$ cat config.mk
export PLATFORM = sky130hd
export DESIGN_NAME = dafx_sample_tick_gen_flat
export DESIGN_NICKNAME = d
export VERILOG_FILES = /design/src/rtl/dafx_sample_tick_gen_if.sv /design/src/rtl/dafx_sample_tick_gen.sv /design/src/flat_wrapper.sv
export SDC_FILE = /design/constraint.sdc
export NUM_CORES = 1
export LEC_CHECK = 0
export ABC_AREA = 0
export BUFFER_PORTS_ARGS = -buffer_cell sky130_fd_sc_hd__buf_2
export CORE_ASPECT_RATIO = 1.4
export CORE_UTILIZATION = 30
export CTS_BUF_LIST = sky130_fd_sc_hd__clkbuf_4
export CTS_CLUSTER_DIAMETER = 30
export DETAILED_ROUTE_END_ITERATION = 6
export PLACE_DENSITY = 0.45
export REMOVE_ABC_BUFFERS = 1
export SYNTH_ARGS = -nofsm -noshare
export SYNTH_HDL_FRONTEND = slang
export SYNTH_SLANG_ARGS = --single-unit
$ cat constraint.sdc
create_clock -name clk -period 3.65 [get_ports clk]
set_clock_uncertainty 0.15 [all_clocks]
set_input_delay 1.095 -clock clk [delete_from_list [all_inputs] [get_ports clk]]
set_output_delay 1.095 -clock clk [all_outputs]
set_load 0.01 [all_outputs]
$ cat src/rtl/dafx_sample_tick_gen_if.sv
// Control/status bundle for the DAFX sample-tick generator: host-side control
// inputs plus per-channel tick, interrupt and overrun status.
interface dafx_sample_tick_gen_if #(
  parameter int NR_OF_CHANNELS_P = 3,
  parameter int COUNTER_WIDTH_P  = 32,
  parameter int OVERRUN_WIDTH_P  = 16
);
  logic [NR_OF_CHANNELS_P-1:0]                 cr_enable;
  logic [NR_OF_CHANNELS_P*COUNTER_WIDTH_P-1:0] cr_divisor;
  logic                                        cr_sync;
  logic [NR_OF_CHANNELS_P-1:0]                 cr_clear_overrun;
  logic [NR_OF_CHANNELS_P-1:0]                 irq_ack;
  logic [NR_OF_CHANNELS_P-1:0]                 sample_tick;
  logic [NR_OF_CHANNELS_P-1:0]                 irq;
  logic [NR_OF_CHANNELS_P*OVERRUN_WIDTH_P-1:0] sr_overrun_count;

  modport master (
    output cr_enable, cr_divisor, cr_sync, cr_clear_overrun, irq_ack,
    input  sample_tick, irq, sr_overrun_count
  );

  modport slave (
    input  cr_enable, cr_divisor, cr_sync, cr_clear_overrun, irq_ack,
    output sample_tick, irq, sr_overrun_count
  );
endinterface

$ cat src/rtl/dafx_sample_tick_gen.sv
// Multi-channel sample-rate tick generator with sticky per-channel interrupts
// and saturating overrun counters for ticks the host did not service in time.
module dafx_sample_tick_gen #(
  parameter int SYS_CLK_FREQUENCY_P  = 125000000,
  parameter int DEFAULT_F_SAMPLING_P = 10000,
  parameter int NR_OF_CHANNELS_P     = 3,
  parameter int COUNTER_WIDTH_P      = 32,
  parameter int OVERRUN_WIDTH_P      = 16
) (
  input  logic                 clk,
  input  logic                 rst_n,
  dafx_sample_tick_gen_if.slave bus
);

  localparam int DEFAULT_DIVISOR_C = SYS_CLK_FREQUENCY_P / DEFAULT_F_SAMPLING_P;

  localparam logic [COUNTER_WIDTH_P-1:0] DEF_DIV_C  = COUNTER_WIDTH_P'(DEFAULT_DIVISOR_C);
  localparam logic [COUNTER_WIDTH_P-1:0] MIN_DIV_C  = COUNTER_WIDTH_P'(2);
  localparam logic [COUNTER_WIDTH_P-1:0] CNT_ONE_C  = COUNTER_WIDTH_P'(1);
  localparam logic [COUNTER_WIDTH_P-1:0] CNT_ZERO_C = {COUNTER_WIDTH_P{1'b0}};
  localparam logic [OVERRUN_WIDTH_P-1:0] OVR_ONE_C  = OVERRUN_WIDTH_P'(1);
  localparam logic [OVERRUN_WIDTH_P-1:0] OVR_ZERO_C = {OVERRUN_WIDTH_P{1'b0}};
  localparam logic [OVERRUN_WIDTH_P-1:0] OVR_MAX_C  = {OVERRUN_WIDTH_P{1'b1}};

  logic [NR_OF_CHANNELS_P-1:0][COUNTER_WIDTH_P-1:0] r_cnt;
  logic [NR_OF_CHANNELS_P-1:0][COUNTER_WIDTH_P-1:0] w_cnt_nxt;
  logic [NR_OF_CHANNELS_P-1:0][COUNTER_WIDTH_P-1:0] w_div;
  logic [NR_OF_CHANNELS_P-1:0][COUNTER_WIDTH_P-1:0] w_eff;
  logic [NR_OF_CHANNELS_P-1:0][COUNTER_WIDTH_P-1:0] w_last;
  logic [NR_OF_CHANNELS_P-1:0][OVERRUN_WIDTH_P-1:0] r_ovr;
  logic [NR_OF_CHANNELS_P-1:0][OVERRUN_WIDTH_P-1:0] w_ovr_nxt;
  logic [NR_OF_CHANNELS_P-1:0]                      r_tick;
  logic [NR_OF_CHANNELS_P-1:0]                      w_tick_nxt;
  logic [NR_OF_CHANNELS_P-1:0]                      r_irq;
  logic [NR_OF_CHANNELS_P-1:0]                      w_irq_nxt;

  assign w_div = bus.cr_divisor;

  // Per-channel divide, interrupt and overrun next-state
  always_comb begin
    w_cnt_nxt  = r_cnt;
    w_tick_nxt = {NR_OF_CHANNELS_P{1'b0}};
    w_irq_nxt  = r_irq;
    w_ovr_nxt  = r_ovr;
    w_eff      = {NR_OF_CHANNELS_P{CNT_ZERO_C}};
    w_last     = {NR_OF_CHANNELS_P{CNT_ZERO_C}};
    for (int c = 0; c < NR_OF_CHANNELS_P; c++) begin
      if (w_div[c] == CNT_ZERO_C) begin
        w_eff[c] = DEF_DIV_C;
      end else if (w_div[c] == CNT_ONE_C) begin
        w_eff[c] = MIN_DIV_C;
      end else begin
        w_eff[c] = w_div[c];
      end
      w_last[c] = w_eff[c] - CNT_ONE_C;

      // >= (not ==) lets a shrunken divisor wrap immediately instead of running to overflow
      if (!bus.cr_enable[c]) begin
        w_cnt_nxt[c]  = CNT_ZERO_C;
        w_tick_nxt[c] = 1'b0;
      end else if (bus.cr_sync) begin
        w_cnt_nxt[c]  = CNT_ZERO_C;
        w_tick_nxt[c] = 1'b0;
      end else if (r_cnt[c] >= w_last[c]) begin
        w_cnt_nxt[c]  = CNT_ZERO_C;
        w_tick_nxt[c] = 1'b1;
      end else begin
        w_cnt_nxt[c]  = r_cnt[c] + CNT_ONE_C;
        w_tick_nxt[c] = 1'b0;
      end

      if (w_tick_nxt[c]) begin
        w_irq_nxt[c] = 1'b1;
      end else if (bus.irq_ack[c]) begin
        w_irq_nxt[c] = 1'b0;
      end else begin
        w_irq_nxt[c] = r_irq[c];
      end

      // An ack arriving with the tick counts as serviced, so only unacked pending irqs overrun
      if (bus.cr_clear_overrun[c]) begin
        w_ovr_nxt[c] = OVR_ZERO_C;
      end else if (w_tick_nxt[c] && r_irq[c] && !bus.irq_ack[c] && (r_ovr[c] != OVR_MAX_C)) begin
        w_ovr_nxt[c] = r_ovr[c] + OVR_ONE_C;
      end else begin
        w_ovr_nxt[c] = r_ovr[c];
      end
    end
  end

  // State and output registers
  always_ff @(posedge clk or negedge rst_n) begin
    if (!rst_n) begin
      r_cnt  <= {NR_OF_CHANNELS_P{CNT_ZERO_C}};
      r_tick <= {NR_OF_CHANNELS_P{1'b0}};
      r_irq  <= {NR_OF_CHANNELS_P{1'b0}};
      r_ovr  <= {NR_OF_CHANNELS_P{OVR_ZERO_C}};
    end else begin
      r_cnt  <= w_cnt_nxt;
      r_tick <= w_tick_nxt;
      r_irq  <= w_irq_nxt;
      r_ovr  <= w_ovr_nxt;
    end
  end

  assign bus.sample_tick      = r_tick;
  assign bus.irq              = r_irq;
  assign bus.sr_overrun_count = r_ovr;

endmodule

$ cat src/flat_wrapper.sv
// flat-port wrapper written by rule: the top's interface ports become plain ports
module dafx_sample_tick_gen_flat 
#(
  parameter int SYS_CLK_FREQUENCY_P  = 125000000,
  parameter int DEFAULT_F_SAMPLING_P = 10000,
  parameter int NR_OF_CHANNELS_P     = 3,
  parameter int COUNTER_WIDTH_P      = 32,
  parameter int OVERRUN_WIDTH_P      = 16
)
  (clk, rst_n, bus_cr_enable, bus_cr_divisor, bus_cr_sync, bus_cr_clear_overrun, bus_irq_ack, bus_sample_tick, bus_irq, bus_sr_overrun_count);
  dafx_sample_tick_gen_if #(.NR_OF_CHANNELS_P(NR_OF_CHANNELS_P), .COUNTER_WIDTH_P(COUNTER_WIDTH_P), .OVERRUN_WIDTH_P(OVERRUN_WIDTH_P)) bus_i ();
  input  logic clk;
  input  logic rst_n;
  input wire logic [$bits(bus_i.cr_enable)-1:0] bus_cr_enable;
  input wire logic [$bits(bus_i.cr_divisor)-1:0] bus_cr_divisor;
  input wire logic [$bits(bus_i.cr_sync)-1:0] bus_cr_sync;
  input wire logic [$bits(bus_i.cr_clear_overrun)-1:0] bus_cr_clear_overrun;
  input wire logic [$bits(bus_i.irq_ack)-1:0] bus_irq_ack;
  output wire logic [$bits(bus_i.sample_tick)-1:0] bus_sample_tick;
  output wire logic [$bits(bus_i.irq)-1:0] bus_irq;
  output wire logic [$bits(bus_i.sr_overrun_count)-1:0] bus_sr_overrun_count;
  assign bus_i.cr_enable = bus_cr_enable;
  assign bus_i.cr_divisor = bus_cr_divisor;
  assign bus_i.cr_sync = bus_cr_sync;
  assign bus_i.cr_clear_overrun = bus_cr_clear_overrun;
  assign bus_i.irq_ack = bus_irq_ack;
  assign bus_sample_tick = bus_i.sample_tick;
  assign bus_irq = bus_i.irq;
  assign bus_sr_overrun_count = bus_i.sr_overrun_count;
  dafx_sample_tick_gen #(.SYS_CLK_FREQUENCY_P(SYS_CLK_FREQUENCY_P), .DEFAULT_F_SAMPLING_P(DEFAULT_F_SAMPLING_P), .NR_OF_CHANNELS_P(NR_OF_CHANNELS_P), .COUNTER_WIDTH_P(COUNTER_WIDTH_P), .OVERRUN_WIDTH_P(OVERRUN_WIDTH_P)) u_core (.clk(clk), .rst_n(rst_n), .bus(bus_i));
endmodule
==> results.rst <==
.. list-table::
   :header-rows: 1

   * - Metric
     - Value
   * - Design area
     - 0.0164 mm2
   * - First-pass GRT wire length
     - 54,800 um
   * - Cell type with the largest total area after synthesis
     - dfrtp_1
   * - Die Footprint
     - 0.0377 mm2
   * - Violations in the final reports
     - setup timing
   * - Sequential element share of the synthesized area
     - 33.9%
   * - Mapped Area
     - 0.0111 mm2
   * - Post-DP HPWL
     - 24,500 um
   * - Number of H-tree branching levels
     - 4
   * - Final RePlAce weighted congestion
     - 0.812
   * - Number of flops mapped to enable cells by yosys
     - 0
   * - Slowest stage cell, crit path
     - or4_4
   * - Routed length per instance
     - 15.5 um
   * - Area growth from synthesis to layout
     - 48.6%
   * - Number of antenna-violating nets in the routed design
     - 0
   * - CTS max path bufs
     - 2
   * - Number of distinct library cell variants in the gate-level netlist after synthesis
     - 65
   * - Remaining design rule violation count
     - 0
   * - Final cell utilization of the core
     - 45.5%
   * - Number of nets in the final layout
     - 1,904
   * - Post-placement setup slack
     - -3.31 ns
   * - Via Count
     - 10,678
   * - Most repeated cell in the gate-level netlist after synthesis
     - nor2_1
   * - Endpoint type of the worst setup path
     - register
   * - Result of the run
     - complete, but fails checks
   * - Largest incremental delay on the critical path
     - 0.52 ns
   * - Area fraction of the dominant cell type after synthesis
     - 33.9%
   * - Avg Inst Size Synth
     - 8.67 um2
   * - Nature of the critical path startpoint
     - input port
   * - Fin Setup TNS
     - -259.69 ns
   * - Clock tree from TritonCTS
     - done
   * - Standard cell core area
     - 0.0361 mm2
   * - Critical Path RT
     - 4.06 ns
   * - Wirelength, routed
     - 33,500 um
   * - All-Layer GR Usage
     - 18.4%
   * - Worst slew margin relative to its limit
     - 59.2%
   * - Cell Count, Final, Fillers Out
     - 2,169
   * - Leakage
     - 7.14 nW
   * - Cell Chain, Critical Path
     - buf_6 -> or4_4 -> or4b_4 -> nand4b_1 -> nor2_2 -> nand2_1 -> o21ai_2 -> ha_2 -> nand2_2 -> nor3_2 -> o21ai_1 -> or2_4 -> nor4_4 -> nand2_1 -> xor2_1 -> ha_1 -> nand4_1 -> nor4_4 -> buf_4 -> a31oi_4 -> or3_4 -> buf_6 -> or3_1 -> a21oi_1
   * - Power after layout
     - 3.38 mW
   * - Hold violation total from the final report
     - 0
   * - Cell class contributing the biggest share of worst-path delay
     - simple AND/OR/NAND/NOR gates
   * - Post-synthesis register bit count
     - 150
   * - Vias in the first global route
     - 10,963
   * - Number of port buffers
     - 161
   * - Unrepaired setup endpoints after global routing
     - yes
   * - Pins Over Slew Limit
     - 0
   * - Prevailing post-synth register cell
     - dfrtp_1
   * - Placement Cell Area
     - 0.0139 mm2
   * - Number of antenna violations at the first check in global routing
     - 1
   * - CP max FO
     - 5
   * - Achievable frequency
     - 171 MHz
   * - Max-cap viol count
     - 0
   * - Number of cells in the design after placement
     - 2,075
   * - Pin count of the biggest net entering global routing
     - 51
   * - Top Ports
     - 162
   * - First drt pass iteration count
     - 6
   * - Vias per Instance
     - 4.92
   * - Shortest period the worst path allows
     - 5.86 ns
   * - Fill count
     - 3,630
   * - Worst Tran Pin Value
     - 0.607 ns
   * - Worst ir drop on vdd
     - 0.000134 V
   * - Clock root buffer master
     - clkbuf_4
   * - TritonCTS Buffers
     - 17
   * - Ranking of synthesized cells by area
     - dfrtp_1 34%, ha_1 12%, xnor2_1 7.8%
   * - # hold bufs at CTS
     - 0
   * - Clock transition at the register clock pins on the worst setup and hold paths after CTS
     - 0.15 ns
   * - Number of endpoints failing setup at the final stage
     - 150
   * - Rows
     - 82
   * - WS Path Type
     - input port to register
   * - Path class of the lowest-slack min-delay path
     - input port to async pin
   * - Cells after Synth
     - 1,276
   * - Post-synthesis async set-or-reset flop share
     - 100%
   * - Die X
     - 164 um
   * - Die Ht
     - 229 um
   * - Final critical-path share of the clock period
     - 161%
   * - Count of yosys warnings during synthesis
     - 0
   * - Clock insertion delay at the later pin of the skew report
     - 0.63 ns
   * - Power per unit of standard cell area
     - 206 mW/mm2
   * - Violation count after the first detailed-routing iteration
     - 295
   * - Most instantiated cells after synthesis
     - 206 x nor2_1, 150 x dfrtp_1, 106 x nand2_1
   * - Data arrival time of the worst path
     - 6.27 ns
   * - Hold slack
     - 0.226 ns
   * - Least setup slack across all paths after layout
     - -2.21 ns
   * - Combined buffer and inverter count along the critical path
     - 3
   * - Fraction of layout cells with a size suffix above 1
     - 40.1%
   * - Gr ovfl total
     - 0
   * - Initial core utilization
     - 30.6%
   * - Sinks on the clock net
     - 150
sequential cells by signal, summed over array words and instances (netlist names):
register	cells
u_core.bus.irq	3
u_core.bus.sample_tick	3
u_core.bus.sr_overrun_count	48
u_core.r_cnt	96
final timing paths:
path                                         start  cells after the start                         endpoint  slack, ns
max in group asynchronous                    rst_n                      2                 u_core.r_cnt[22]       2.42
worst min-delay path                         rst_n                      1  u_core.bus.sr_overrun_count[25]       0.23
min in group clk                  u_core.r_cnt[32]                      1                 u_core.r_cnt[32]       0.35
worst max register to register    u_core.r_cnt[27]                     12   u_core.bus.sr_overrun_count[4]       0.63
worst min register to register    u_core.r_cnt[32]                      1                 u_core.r_cnt[32]       0.35
worst max-delay path            bus_cr_divisor[40]                     24  u_core.bus.sr_overrun_count[21]      -2.21
routing by layer:
metal	vias to the layer above	wire (um)	global-route usage, %
li1	5384	-	-
met1	5106	14200	21.8
met2	146	17800	33.4
met3	42	919	2.83
met4	0	646	5.79
met5	-	0	0
final cells by class:
cell class,count,area [um2],share of cell area (%)
repair buffers,418,3140,19.1
well taps,462,578,3.52
multi-input cells,1086,8590,52.3
clock inverters,14,165,1.00
clock buffers,18,135,0.822
flip-flops and latches,150,3750,22.8
diodes,3,7.51,0.0457
inverters,18,67.6,0.411
layout by cell type, fill, tap and decap left out, types with 15 or more instances in the layout:
master	n
a21oi_1	38
a21oi_2	20
and3_1	27
buf_12	15
buf_2	155
buf_4	216
buf_6	26
clkbuf_4	18
dfrtp_1	150
ha_1	102
inv_1	17
nand2_1	98
nand3_1	57
nand4_1	31
nor2_1	115
nor2_2	19
nor2_4	74
nor2b_1	15
nor3_1	40
nor4_4	15
o21ai_0	34
or3_1	19
xnor2_1	97
xor2_1	92
logic make-up (layout without fill, tap and decap cells):
| logic type | count (synthesis) | count (layout) | share of synthesized area, % |
|---|---|---|---|
| adder cells (fa/ha/maj) | 105 | 105 | 11.9 |
| other | 0 | 3 | 0 |
| buffers and inverters | 40 | 468 | 1.37 |
| AO/OA/AOI/OAI | 145 | 145 | 7.94 |
| flip-flops | 150 | 150 | 33.9 |
| XOR/XNOR | 191 | 191 | 15.1 |
| AND/OR/NAND/NOR | 640 | 640 | 29.3 |
| multiplexers | 5 | 5 | 0.486 |
report_power, final:
part           switching (mW)  leakage (nW)  total [mW]  internal, mW
clock                   0.708         0.157        1.14         0.434
sequential            0.00512          2.09        1.67          1.67
combinational           0.300          4.89       0.569         0.269
what timing repair did:
item,4_1_cts,5_1_grt
buffers inserted,34,25
cloned,12,1
pin swaps,143,94
setup endpoints to repair,150,150
gates resized for setup,215,170
No activity file was read; power rests on OpenSTA's default activity.
